`src/rtl/tdc_ctrl_if.sv`:
```
// Handshake and data bundle between the TDC sequencer and the ADPLL loop controller.
// The slave modport is the sequencer; the master modport is the loop controller side.
interface tdc_ctrl_if #(
  parameter int unsigned TDC_W = 12
);
  localparam int unsigned CF_W = 3;

  logic             start;
  logic             stop;
  logic [CF_W-1:0]  ctr_freq_in;
  logic [TDC_W-1:0] tdc_word;
  logic             pd;
  logic             pd_inj;
  logic             en;
  logic [CF_W-1:0]  ctr_freq;
  logic             busy;
  logic             ready;
  logic [TDC_W-1:0] avg_word;
  logic             avg_valid;

  modport master (
    output start, stop, ctr_freq_in, tdc_word,
    input  pd, pd_inj, en, ctr_freq, busy, ready, avg_word, avg_valid
  );

  modport slave (
    input  start, stop, ctr_freq_in, tdc_word,
    output pd, pd_inj, en, ctr_freq, busy, ready, avg_word, avg_valid
  );
endinterface

```
`src/rtl/tdc_ctrl.sv`:
```
// Power-up / injection / run sequencer for the TDC pair, with block averaging of
// tdc_word while in RUN. All outputs are registered.
module tdc_ctrl #(
  parameter int unsigned TDC_W      = 12,
  parameter int unsigned PU_CYCLES  = 32,
  parameter int unsigned INJ_CYCLES = 32,
  parameter int unsigned AVG_LOG2   = 3
) (
  input logic        clk,
  input logic        rst,
  tdc_ctrl_if.slave  bus
);

  localparam int unsigned MAX_DWELL = (PU_CYCLES > INJ_CYCLES) ? PU_CYCLES : INJ_CYCLES;
  localparam int unsigned CNT_W     = $clog2(MAX_DWELL + 1);
  localparam int unsigned ACC_W     = TDC_W + AVG_LOG2;
  localparam int unsigned CF_W      = 3;

  typedef enum logic [1:0] {
    IDLE  = 2'd0,
    PWRUP = 2'd1,
    INJ   = 2'd2,
    RUN   = 2'd3
  } state_t;

  state_t               r_state;
  logic [CNT_W-1:0]     r_cnt;
  logic [AVG_LOG2-1:0]  r_smp;
  logic [ACC_W-1:0]     r_acc;
  logic                 r_pd;
  logic                 r_pd_inj;
  logic                 r_en;
  logic [CF_W-1:0]      r_ctr_freq;
  logic                 r_busy;
  logic                 r_ready;
  logic [TDC_W-1:0]     r_avg_word;
  logic                 r_avg_valid;

  logic [ACC_W-1:0]     w_sum;
  logic [TDC_W-1:0]     w_avg;
  logic                 w_last;

  // Running sum including the current sample; the block average is its upper TDC_W bits.
  assign w_sum  = r_acc + ACC_W'(bus.tdc_word);
  assign w_avg  = w_sum[ACC_W-1:AVG_LOG2];
  assign w_last = (r_smp == '1);

  always_ff @(posedge clk or posedge rst) begin
    if (rst) begin
      r_state     <= IDLE;
      r_cnt       <= '0;
      r_smp       <= '0;
      r_acc       <= '0;
      r_pd        <= 1'b1;
      r_pd_inj    <= 1'b1;
      r_en        <= 1'b0;
      r_ctr_freq  <= '0;
      r_busy      <= 1'b0;
      r_ready     <= 1'b0;
      r_avg_word  <= '0;
      r_avg_valid <= 1'b0;
    end else begin
      r_avg_valid <= 1'b0;
      // stop wins over start and over dwell expiry; avg_word and ctr_freq are kept
      if (bus.stop) begin
        r_state  <= IDLE;
        r_cnt    <= '0;
        r_smp    <= '0;
        r_acc    <= '0;
        r_pd     <= 1'b1;
        r_pd_inj <= 1'b1;
        r_en     <= 1'b0;
        r_busy   <= 1'b0;
        r_ready  <= 1'b0;
      end else begin
        case (r_state)
          IDLE: begin
            if (bus.start) begin
              r_state    <= PWRUP;
              r_cnt      <= CNT_W'(PU_CYCLES - 1);
              r_pd       <= 1'b0;
              r_busy     <= 1'b1;
              r_ctr_freq <= bus.ctr_freq_in;
            end
          end
          PWRUP: begin
            if (r_cnt == '0) begin
              r_state <= INJ;
              r_cnt   <= CNT_W'(INJ_CYCLES - 1);
              r_en    <= 1'b1;
            end else begin
              r_cnt <= r_cnt - 1'b1;
            end
          end
          INJ: begin
            if (r_cnt == '0) begin
              r_state  <= RUN;
              r_pd_inj <= 1'b0;
              r_ready  <= 1'b1;
              r_acc    <= '0;
              r_smp    <= '0;
            end else begin
              r_cnt <= r_cnt - 1'b1;
            end
          end
          RUN: begin
            r_smp <= r_smp + 1'b1;
            if (w_last) begin
              r_avg_word  <= w_avg;
              r_avg_valid <= 1'b1;
              r_acc       <= '0;
            end else begin
              r_acc <= w_sum;
            end
          end
          default: r_state <= IDLE;
        endcase
      end
    end
  end

  assign bus.pd        = r_pd;
  assign bus.pd_inj    = r_pd_inj;
  assign bus.en        = r_en;
  assign bus.ctr_freq  = r_ctr_freq;
  assign bus.busy      = r_busy;
  assign bus.ready     = r_ready;
  assign bus.avg_word  = r_avg_word;
  assign bus.avg_valid = r_avg_valid;

endmodule
```
`src/flat_wrapper.sv`:
```
// flat-port wrapper written by rule: the top's interface ports become plain ports
module tdc_ctrl_flat 
#(
  parameter int unsigned TDC_W      = 12,
  parameter int unsigned PU_CYCLES  = 32,
  parameter int unsigned INJ_CYCLES = 32,
  parameter int unsigned AVG_LOG2   = 3
)
  (clk, rst, bus_start, bus_stop, bus_ctr_freq_in, bus_tdc_word, bus_pd, bus_pd_inj, bus_en, bus_ctr_freq, bus_busy, bus_ready, bus_avg_word, bus_avg_valid);
  tdc_ctrl_if #(.TDC_W(TDC_W)) bus_i ();
  input logic clk;
  input logic rst;
  input wire logic [$bits(bus_i.start)-1:0] bus_start;
  input wire logic [$bits(bus_i.stop)-1:0] bus_stop;
  input wire logic [$bits(bus_i.ctr_freq_in)-1:0] bus_ctr_freq_in;
  input wire logic [$bits(bus_i.tdc_word)-1:0] bus_tdc_word;
  output wire logic [$bits(bus_i.pd)-1:0] bus_pd;
  output wire logic [$bits(bus_i.pd_inj)-1:0] bus_pd_inj;
  output wire logic [$bits(bus_i.en)-1:0] bus_en;
  output wire logic [$bits(bus_i.ctr_freq)-1:0] bus_ctr_freq;
  output wire logic [$bits(bus_i.busy)-1:0] bus_busy;
  output wire logic [$bits(bus_i.ready)-1:0] bus_ready;
  output wire logic [$bits(bus_i.avg_word)-1:0] bus_avg_word;
  output wire logic [$bits(bus_i.avg_valid)-1:0] bus_avg_valid;
  assign bus_i.start = bus_start;
  assign bus_i.stop = bus_stop;
  assign bus_i.ctr_freq_in = bus_ctr_freq_in;
  assign bus_i.tdc_word = bus_tdc_word;
  assign bus_pd = bus_i.pd;
  assign bus_pd_inj = bus_i.pd_inj;
  assign bus_en = bus_i.en;
  assign bus_ctr_freq = bus_i.ctr_freq;
  assign bus_busy = bus_i.busy;
  assign bus_ready = bus_i.ready;
  assign bus_avg_word = bus_i.avg_word;
  assign bus_avg_valid = bus_i.avg_valid;
  tdc_ctrl #(.TDC_W(TDC_W), .PU_CYCLES(PU_CYCLES), .INJ_CYCLES(INJ_CYCLES), .AVG_LOG2(AVG_LOG2)) u_core (.clk(clk), .rst(rst), .bus(bus_i));
endmodule
```
`config.mk`:
```
export PLATFORM = sky130hd
export DESIGN_NAME = tdc_ctrl_flat
export DESIGN_NICKNAME = d
export VERILOG_FILES = /design/src/rtl/tdc_ctrl_if.sv /design/src/rtl/tdc_ctrl.sv /design/src/flat_wrapper.sv
export SDC_FILE = /design/constraint.sdc
export NUM_CORES = 1
export LEC_CHECK = 0
export ABC_AREA = 1
export CAP_MARGIN = 20
export CORE_MARGIN = 2
export CORE_UTILIZATION = 30
export CTS_BUF_LIST = sky130_fd_sc_hd__clkbuf_16
export DETAILED_ROUTE_END_ITERATION = 10
export PLACE_DENSITY_LB_ADDON = 0.15
export SLEW_MARGIN = 20
export SYNTH_ARGS = -nofsm -noshare
export SYNTH_HDL_FRONTEND = slang
export SYNTH_SLANG_ARGS = --single-unit
```
`constraint.sdc`:
```
create_clock -name clk -period 1.95 [get_ports clk]
set_clock_uncertainty 0.2 [all_clocks]
set_input_delay 0.4875 -clock clk [delete_from_list [all_inputs] [get_ports clk]]
set_output_delay 0.4875 -clock clk [all_outputs]
set_load 0.05 [all_outputs]
```
# After elaboration in Yosys (flattened, before gate mapping)
# Cells that the tools add are included.
[totals] wordCells=75 memories=0 mem_bits_rw=0 out_inout_bits=21 reg_bits=47 rom_bits=0 latchBits=0 inputBits=19
[op_classes] multipliers=0 bitwise=1 mux=34 addsub=3 n_shift=0 eq_ne=8 n_reduce_logical=17 div=0 order_cmp=0
[op_table] operator="$mux W15" count=3
[op_table] operator="$pmux W15 S2" count=1
[op_table] operator="$mux W6" count=4
[op_table] operator="$pmux W6 S3" count=1
[op_table] operator="$mux W1" count=17
[op_table] operator="$add A15 B12 Y15" count=1
[op_table] operator="$reduce_bool A2 Y1" count=5
[op_table] operator="$reduce_and A3 Y1" count=3
[op_table] operator="$mux W2" count=4
[op_table] operator="$reduce_and A2 Y1" count=4
[op_table] operator="$logic_not A6 Y1" count=1
[op_table] operator="$mux W3" count=2
[op_table] operator="$ne A3 B2 Y1 const B" count=2
[op_table] operator="$ne A3 B3 Y1 const B" count=2
[op_table] operator="$pmux W2 S3" count=1
[op_table] operator="$pmux W3 S2" count=1
[op_table] operator="$sub A6 B1 Y6 const B" count=1
[op_table] operator="$eq A2 B2 Y1 const B" count=2
[op_table] operator="$reduce_and A4 Y1" count=1
[op_table] operator="$reduce_bool A4 Y1" count=1
[op_table] operator="$add A3 B1 Y3 const B" count=1
[op_table] operator="$eq A3 B3 Y1 const B" count=1
[op_table] operator="$reduce_bool A3 Y1" count=1
[op_table] operator="$eq A2 B1 Y1 const B" count=1
[op_table] operator="other kinds (2)" count=2

# Longest topological paths before layout
# Gate-level depths: netlist of run 1.
[logic_depth] ltp_word=4 depth_mapped=11 depth_no_buf=11

# Least setup slack after synthesis of run 1
# No wires, ideal clock.
[synth_path] path_kind="input to register" start="in bus_tdc_word[0]" end="reg u_core.r_avg_word[9] (netlist: u_core.bus.avg_word[9])" setup_time_ns=0.118 t_required_ns=1.632 cell_stages=11 n_path_buf=0 arrival_time_ns=1.652 slack_ns=-0.020 path_cell_list="ha_1 inv_1 fa_1 inv_1 nand3_1 nand3_1 nand3_1 nand3_1 nand2_1 nand3_1 nand2_1"
[synth_via] elab_chain_len=1
[synth_lines] element="start, declared" line="flat_wrapper.sv:16" source="input wire logic [$bits(bus_i.tdc_word)-1:0] bus_tdc_word;"
[synth_lines] element="$add A15 B12 Y15" line="tdc_ctrl.sv:44" source="assign w_sum = r_acc + ACC_W'(bus.tdc_word);"
[synth_lines] element="end signal, assigned" line="tdc_ctrl.sv:109" source="r_avg_word <= w_avg;"
[synth_lines] element="end, declared" line="tdc_ctrl.sv:36" source="logic [TDC_W-1:0] r_avg_word;"
# Every way passes these cells.
# A chain may end at the register's enable or synchronous reset.

# Final worst setup path of run 1
[layout_path] start="in bus_tdc_word[1]" end="reg u_core.r_avg_word[4] (netlist: u_core.bus.avg_word[4])"
# The elaborated chain is that of the path after synthesis.

==> metrics.md, run 1 <==
| Metric | Value |
|---|---|
| Final WL | 7010 um |
| Routed vias/inst | 4.34 |
| Slew margin rel. | 77.1% |
| CTS Buf Count | 5 |
| Yosys warns | 0 |
| Routability congestion estimate | 0.834 |
| Layout cells sized above 1 | 24.4% |
| DRC viols | 0 |
| Worst-path fanout max | 3 |
| Power Density | 847 nW/um^2 |
| Synth top cells by count | nand2_1, inv_1, dfrtp_1 |
| Synth Instances | 395 |
| Worst path top cell family by delay | buffers and inverters |
| Achievable frequency | 535 MHz |
| Die area | 10700 um^2 |
| Core area | 9680 um^2 |
| First-pass GRT wire length | 12000 um |
| Final HPWL DP | 5200 um |
| Hold WC Path Type | register to register |
| Final min period | 1.87 ns |
| Post-Place Worst Slack | -0.603 ns |
| CP peak stage delay | 0.30 ns |
| CTS tree | done |
| Via count | 2606 |
| Worst vdd ir | 0.427 mV |
| Number of enable flip-flop cells after synthesis | 0 |
| Yosys cell types | 31 |
| Leading area contributor after synthesis | dfrtp_1 |
| Register area share after synthesis | 39.9% |
| CTS max path bufs | 2 |
| Drt pass-1 iters | 4 |
| Final Max Slew Viols | 0 |
| Worst-path cell chain | dlygate4sd2_1 -> buf_4 -> ha_1 -> nand3_1 -> nand3_2 -> nand2_1 -> nand2_1 -> xnor2_2 -> o21ai_1 |
| Status | complete, no violations |
| Type of origin of the critical path | input port |
| Hold-fix buffers, CTS | 0 |
| Setup CP Type | input port to register |
| ANT nets after route | 0 |
| Fill count | 972 |
| Most common cell in the netlist | nand2_1 |
| Synth area leaders | dfrtp_1, nand2_1, ha_1 |
| Share of the synthesized area in the top cell type | 38.1% |
| Antenna Cells | 0 |
| Design Power | 3.60 mW |
| CTS clk-pin slew, worst paths | 0.07 ns |
| Crit path top cell by count | nand2_1 |
| Pin count of the biggest net entering global routing | 48 |
| Synth Flop Type | dfrtp_1 |
| Clk Latency, worst-skew pair | 0.29 ns |
| Hold_ws | 0.286 ns |
| Gr usage total | 14.4% |
| Post-synthesis register bit count | 47 |
| Wire per inst | 11.7 um |
| Layout Cells excl Fill | 601 |
| Initial antenna violation count | 0 |
| Crit share post-route | 95.8% |
| Final setup violating endpoints | 0 |
| GR Overflow Total | 0 |
| Asr flop ratio synth | 100% |
| Post-Route Utilization | 43.9% |
| Final #Nets | 507 |
| Number of port buffers | 39 |
| Worst path slowest cell | ha_1 |
| Hold violation count in the final report | 0 |
| Vias in the first global route | 2673 |
| Cells after DPL | 593 |
| RSZ-0062 raised after global routing | no |
| Final worst slack | 0.0820 ns |
| Row count | 36 |
| Syn_area_per_cell | 7.49 um^2 |
| WP data arrival | 1.83 ns |
| Cell Area, Synth | 2960 um^2 |
| Starting Density | 30.5% |
| LEAKAGE | 2.19 nW |
| Max cap viols | 0 |
| DR iter-0 viols | 64 |
| Clock root buffer master | clkbuf_16 |
| Critical path required time | 1.92 ns |
| Chip Height | 103 um |
| H-tree depth | 2 |
| TritonCTS Sinks | 47 |
| CP bufs+invs | 2 |
| Syn nets | 435 |
| Die W | 103 um |
| # IOs | 40 |
| Tightest Pin Transition | 0.342 ns |
| CP Capture Type | register |
| Synth-to-layout area growth | 43.8% |
[power by group]
part / leakage (nW) / total, mW / internal [mW] / switching (mW)
Sequential: 0.631 / 1.24 / 1.12 / 0.120
Clock: 0.0710 / 0.839 / 0.469 / 0.371
Combinational: 1.49 / 1.53 / 0.642 / 0.887
[cells in the final DEF, fill, tap and decap left out, types with 2 or more instances in the layout]
master           instances
nand3_4                  5
buf_12                  19
inv_2                    6
ha_4                    10
a21oi_2                  3
dlygate4sd2_1           10
clkbuf_16                5
dfstp_2                  2
xor2_1                   3
nand2_2                  8
xnor2_1                  3
nand3_2                  7
clkdlybuf4s50_1          6
nand3_1                 23
mux2_2                   3
inv_4                    2
nor2_1                  18
inv_1                   54
a21oi_1                  5
nor2_2                   5
ha_1                     9
buf_4                   31
nand4_1                  4
o21ai_0                 14
dlymetal6s2s_1           2
nand3b_1                 2
o21ai_1                  5
nand2_1                148
dfrtp_1                 45
[stage by stage]
stage	setup TNS (ns)	area, um^2
finish	0	4250
global route	0	4250
CTS	0	4230
detailed placement	-12.23	3900
global placement	-12.04	3900
floorplan	0	2960
[sequential cells by signal, summed over array words and instances, names as in the netlist, 2 cells and up]
register / flops
u_core.r_acc: 15
u_core.r_smp: 3
u_core.r_cnt: 6
u_core.r_state: 2
u_core.bus.avg_word: 12
u_core.bus.ctr_freq: 3
[layout make-up]
class                      instances  area, um^2  share of cell area, %
inverter                          61         234                   5.50
sequential                        47        1180                   27.7
multi-input combinational        284        1750                   41.1
clock buffer                       5         125                   2.94
clock inverter                     3        16.3                  0.382
timing repair buffer              68         786                   18.5
tap                              133         166                   3.91
[worst paths after layout]
check,startpoint,to,slack [ns],cells after the start
max in group asynchronous,rst,u_core.bus.pd_inj,0.93,3
worst min-delay path,u_core.r_smp[1],u_core.r_smp[1],0.29,2
worst max-delay path,bus_tdc_word[1],u_core.bus.avg_word[4],0.08,9
worst min register to register,u_core.r_smp[1],u_core.r_smp[1],0.29,2
min in group asynchronous,rst,u_core.r_cnt[0],0.35,3
worst max register to register,u_core.r_acc[0],u_core.r_acc[10],0.13,11
[logic make-up after synthesis]
logic type      Yosys count  synth area share [%]
simple gates            223                  32.9
flops                    47                  39.9
compound gates           30                  6.18
fa+ha+maj                21                  9.14
xor+xnor                  7                  2.07
buf+inv                  64                  8.72
mux                       3                  1.14
[layer usage]
| layer | track usage [%] | routed length [um] |
|---|---|---|
| met1 | 17.8 | 3200 |
| met2 | 25.9 | 3490 |
| met3 | 2.82 | 247 |
| met4 | 3.34 | 68 |
| met5 | 0 | 0 |
[worst register-to-register path, delay by kind of cell, from the launching register on]
| kind | cells | cell delay, ns |
|---|---|---|
| adder cells (fa/ha/maj) | 2 | 0.54 |
| buffers and inverters | 2 | 0.11 |
| flip-flops | 1 | 0.36 |
| AND/OR/NAND/NOR | 7 | 0.52 |
[timing repair]
item | 4_1_cts | 5_1_grt
setup buffers | 0 | 0
resized for setup | 46 | 6
endpoints found under the setup margin | 25 | 24
pin swaps | 9 | 7
(Power assumes the default switching activity.)
==> run 2: changes to the inputs <==
--- a/config.mk
+++ b/config.mk
@@ -11,7 +11,7 @@
 export CORE_UTILIZATION = 30
 export CTS_BUF_LIST = sky130_fd_sc_hd__clkbuf_16
 export DETAILED_ROUTE_END_ITERATION = 10
-export PLACE_DENSITY_LB_ADDON = 0.15
+export GPL_TIMING_DRIVEN = 0
 export SLEW_MARGIN = 20
 export SYNTH_ARGS = -nofsm -noshare
 export SYNTH_HDL_FRONTEND = slang
==> metrics.md, run 2 (synthesis gave the netlist of run 1 again) <==
| Metric | Value |
|---|---|
| Power Density | 898 nW/um^2 |
| CTS clk-pin slew, worst paths | 0.07 ns |
| Via count | 2595 |
| Hold violation count in the final report | 0 |
| Flip-flop count of the largest register after layout | 15 |
| Type of origin of the critical path | register |
| # IOs | 40 |
| Worst path slowest cell | dlygate4sd2_1 |
| Achievable frequency | 525 MHz |
| DRC viols | 0 |
| Gr usage total | 14.6% |
| Reg area | 1180 um^2 |
| WP data arrival | 1.22 ns |
| Design Area, Final | 3910 um^2 |
| GR Overflow Total | 0 |
| Clk Latency, worst-skew pair | 0.29 ns |
| TritonCTS Sinks | 47 |
| Crit share post-route | 97.7% |
| Design Power | 3.51 mW |
| Drt pass-1 iters | 4 |
| Antenna Cells | 0 |
| Hold WC Path Type | register to register |
| Worst vdd ir | 0.472 mV |
| LEAKAGE | 2.09 nW |
| Initial antenna violation count | 0 |
| Worst-path fanout max | 2 |
| Final WL | 7020 um |
| CTS Buf Count | 5 |
| Pin count of the biggest net entering global routing | 32 |
| Placed inst area | 3540 um^2 |
| Setup TNS | 0 ns |
| Row count | 36 |
| Met2 usage | 26.0% |
| Chip Height | 103 um |
| R2r setup slk | 0.10 ns |
| Worst-path cell chain | dlygate4sd2_1 |
| Tightest Pin Transition | 0.507 ns |
| Die area | 10700 um^2 |
| RSZ-0062 raised after global routing | yes |
| Slew margin rel. | 66.3% |
| Final #Nets | 488 |
| Most common cell after layout, fill and taps aside | nand2_1 |
| Worst path top cell family by delay | buffers and inverters |
| M1 GR Usage | 17.1% |
| Synth-to-layout area growth | 32.3% |
| Layout cells sized above 1 | 16.7% |
| Reg with most FFs | u_core.r_acc |
| First-pass GRT wire length | 12000 um |
| Core area | 9680 um^2 |
| Layout Cells excl Fill | 582 |
| Busiest layer in global routing | met2 |
| Setup CP Type | register to primary output |
| Cells after DPL | 568 |
| Final HPWL DP | 5160 um |
| DR iter-0 viols | 93 |
| Final setup violating endpoints | 0 |
| CP Capture Type | primary output |
| H-tree depth | 2 |
| M3 GR Usage | 4.10% |
| Wire per inst | 12.1 um |
| Starting Density | 30.5% |
| Number of port buffers | 39 |
| Routability congestion estimate | 0.844 |
| Hold-fix buffers, CTS | 0 |
| CTS max path bufs | 2 |
| Post-Route Utilization | 40.4% |
| Final Max Slew Viols | 0 |
| Clock root buffer master | clkbuf_16 |
| Fill count | 981 |
| Status | complete, no violations |
| Most frequent cells in the layout | nand2_1, inv_1, dfrtp_1, dlygate4sd2_1, nand3_1 |
| Die W | 103 um |
| ANT nets after route | 0 |
| Vias in the first global route | 2710 |
| Routed vias/inst | 4.46 |
| CP bufs+invs | 1 |
| CP peak stage delay | 0.55 ns |
| Max cap viols | 0 |
| Multi-input logic area | 1740 um^2 |
| CTS tree | done |
| Final min period | 1.90 ns |
| Critical path required time | 1.26 ns |
==> run 2: cell types whose count changed in the layout (fill, tap and decap cells not counted), moves of 2 or more <==
cell,previous run,this run
buf_4,31,7
nand3_1,23,25
clkdlybuf4s15_2,0,2
nor2_4,0,2
a21oi_1,5,7
nor2_1,18,15
a21oi_2,3,1
buf_12,19,1
dlygate4sd2_1,10,29
==> run 2: cell type report <==
type,instances,share of cell area [%]
well taps,133,4.25
multi-input cells,284,44.5
repair buffers,46,10.9
inverters,61,5.98
flip-flops and latches,47,30.1
clock inverters,3,0.416
plain buffers,3,0.608
clock buffers,5,3.20
==> run 2: stage by stage <==
| stage | hold slack [ns] | setup WS, ns |
|---|---|---|
| floorplan | 0.246 | 0.00846 |
| global placement | 0.254 | -0.880 |
| detailed placement | 0.266 | -0.659 |
| CTS | 0.280 | 0.00139 |
| global route | 0.305 | -0.0162 |
| finish | 0.271 | 0.0455 |
==> run 2: timing repair <==
action | in CTS | in global routing
endpoints found under the setup margin | 48 | 27
gates resized for setup | 59 | 19
buffers inserted | 1 | 5
pin swaps | 6 | 6
endpoints found under the hold margin | 0 | 0
==> run 2: worst register-to-register path, stage by stage, from the launching register on <==
cell	delay, ns
dfrtp_1	0.36
ha_2	0.18
inv_1	0.05
fa_2	0.34
inv_2	0.07
nand3_2	0.06
nand3_2	0.10
buf_4	0.12
xnor2_1	0.12
o21ai_0	0.11
==> run 2: final timing paths <==
kind	end	cells after the start	start
min in group asynchronous	u_core.r_smp[0]	2	rst
max in group asynchronous	u_core.bus.avg_word[7]	3	rst
worst min-delay path	u_core.bus.avg_word[10]	2	u_core.bus.avg_word[10]
worst max-delay path	bus_avg_word[3]	1	u_core.bus.avg_word[3]
worst max register to register	u_core.r_acc[4]	9	u_core.r_acc[0]
worst min register to register	u_core.bus.avg_word[10]	2	u_core.bus.avg_word[10]
==> run 2: routing by layer <==
metal | part of all wire (%) | wire length [um]
met3 | 4.5 | 315
met2 | 49 | 3460
met5 | 0 | 0
met4 | 1.3 | 94
met1 | 45 | 3150
==> run 2: power breakdown <==
part	leakage [nW]	switching, mW	internal, mW
Combinational	1.38	0.900	0.541
Sequential	0.631	0.110	1.11
Clock	0.0710	0.380	0.469
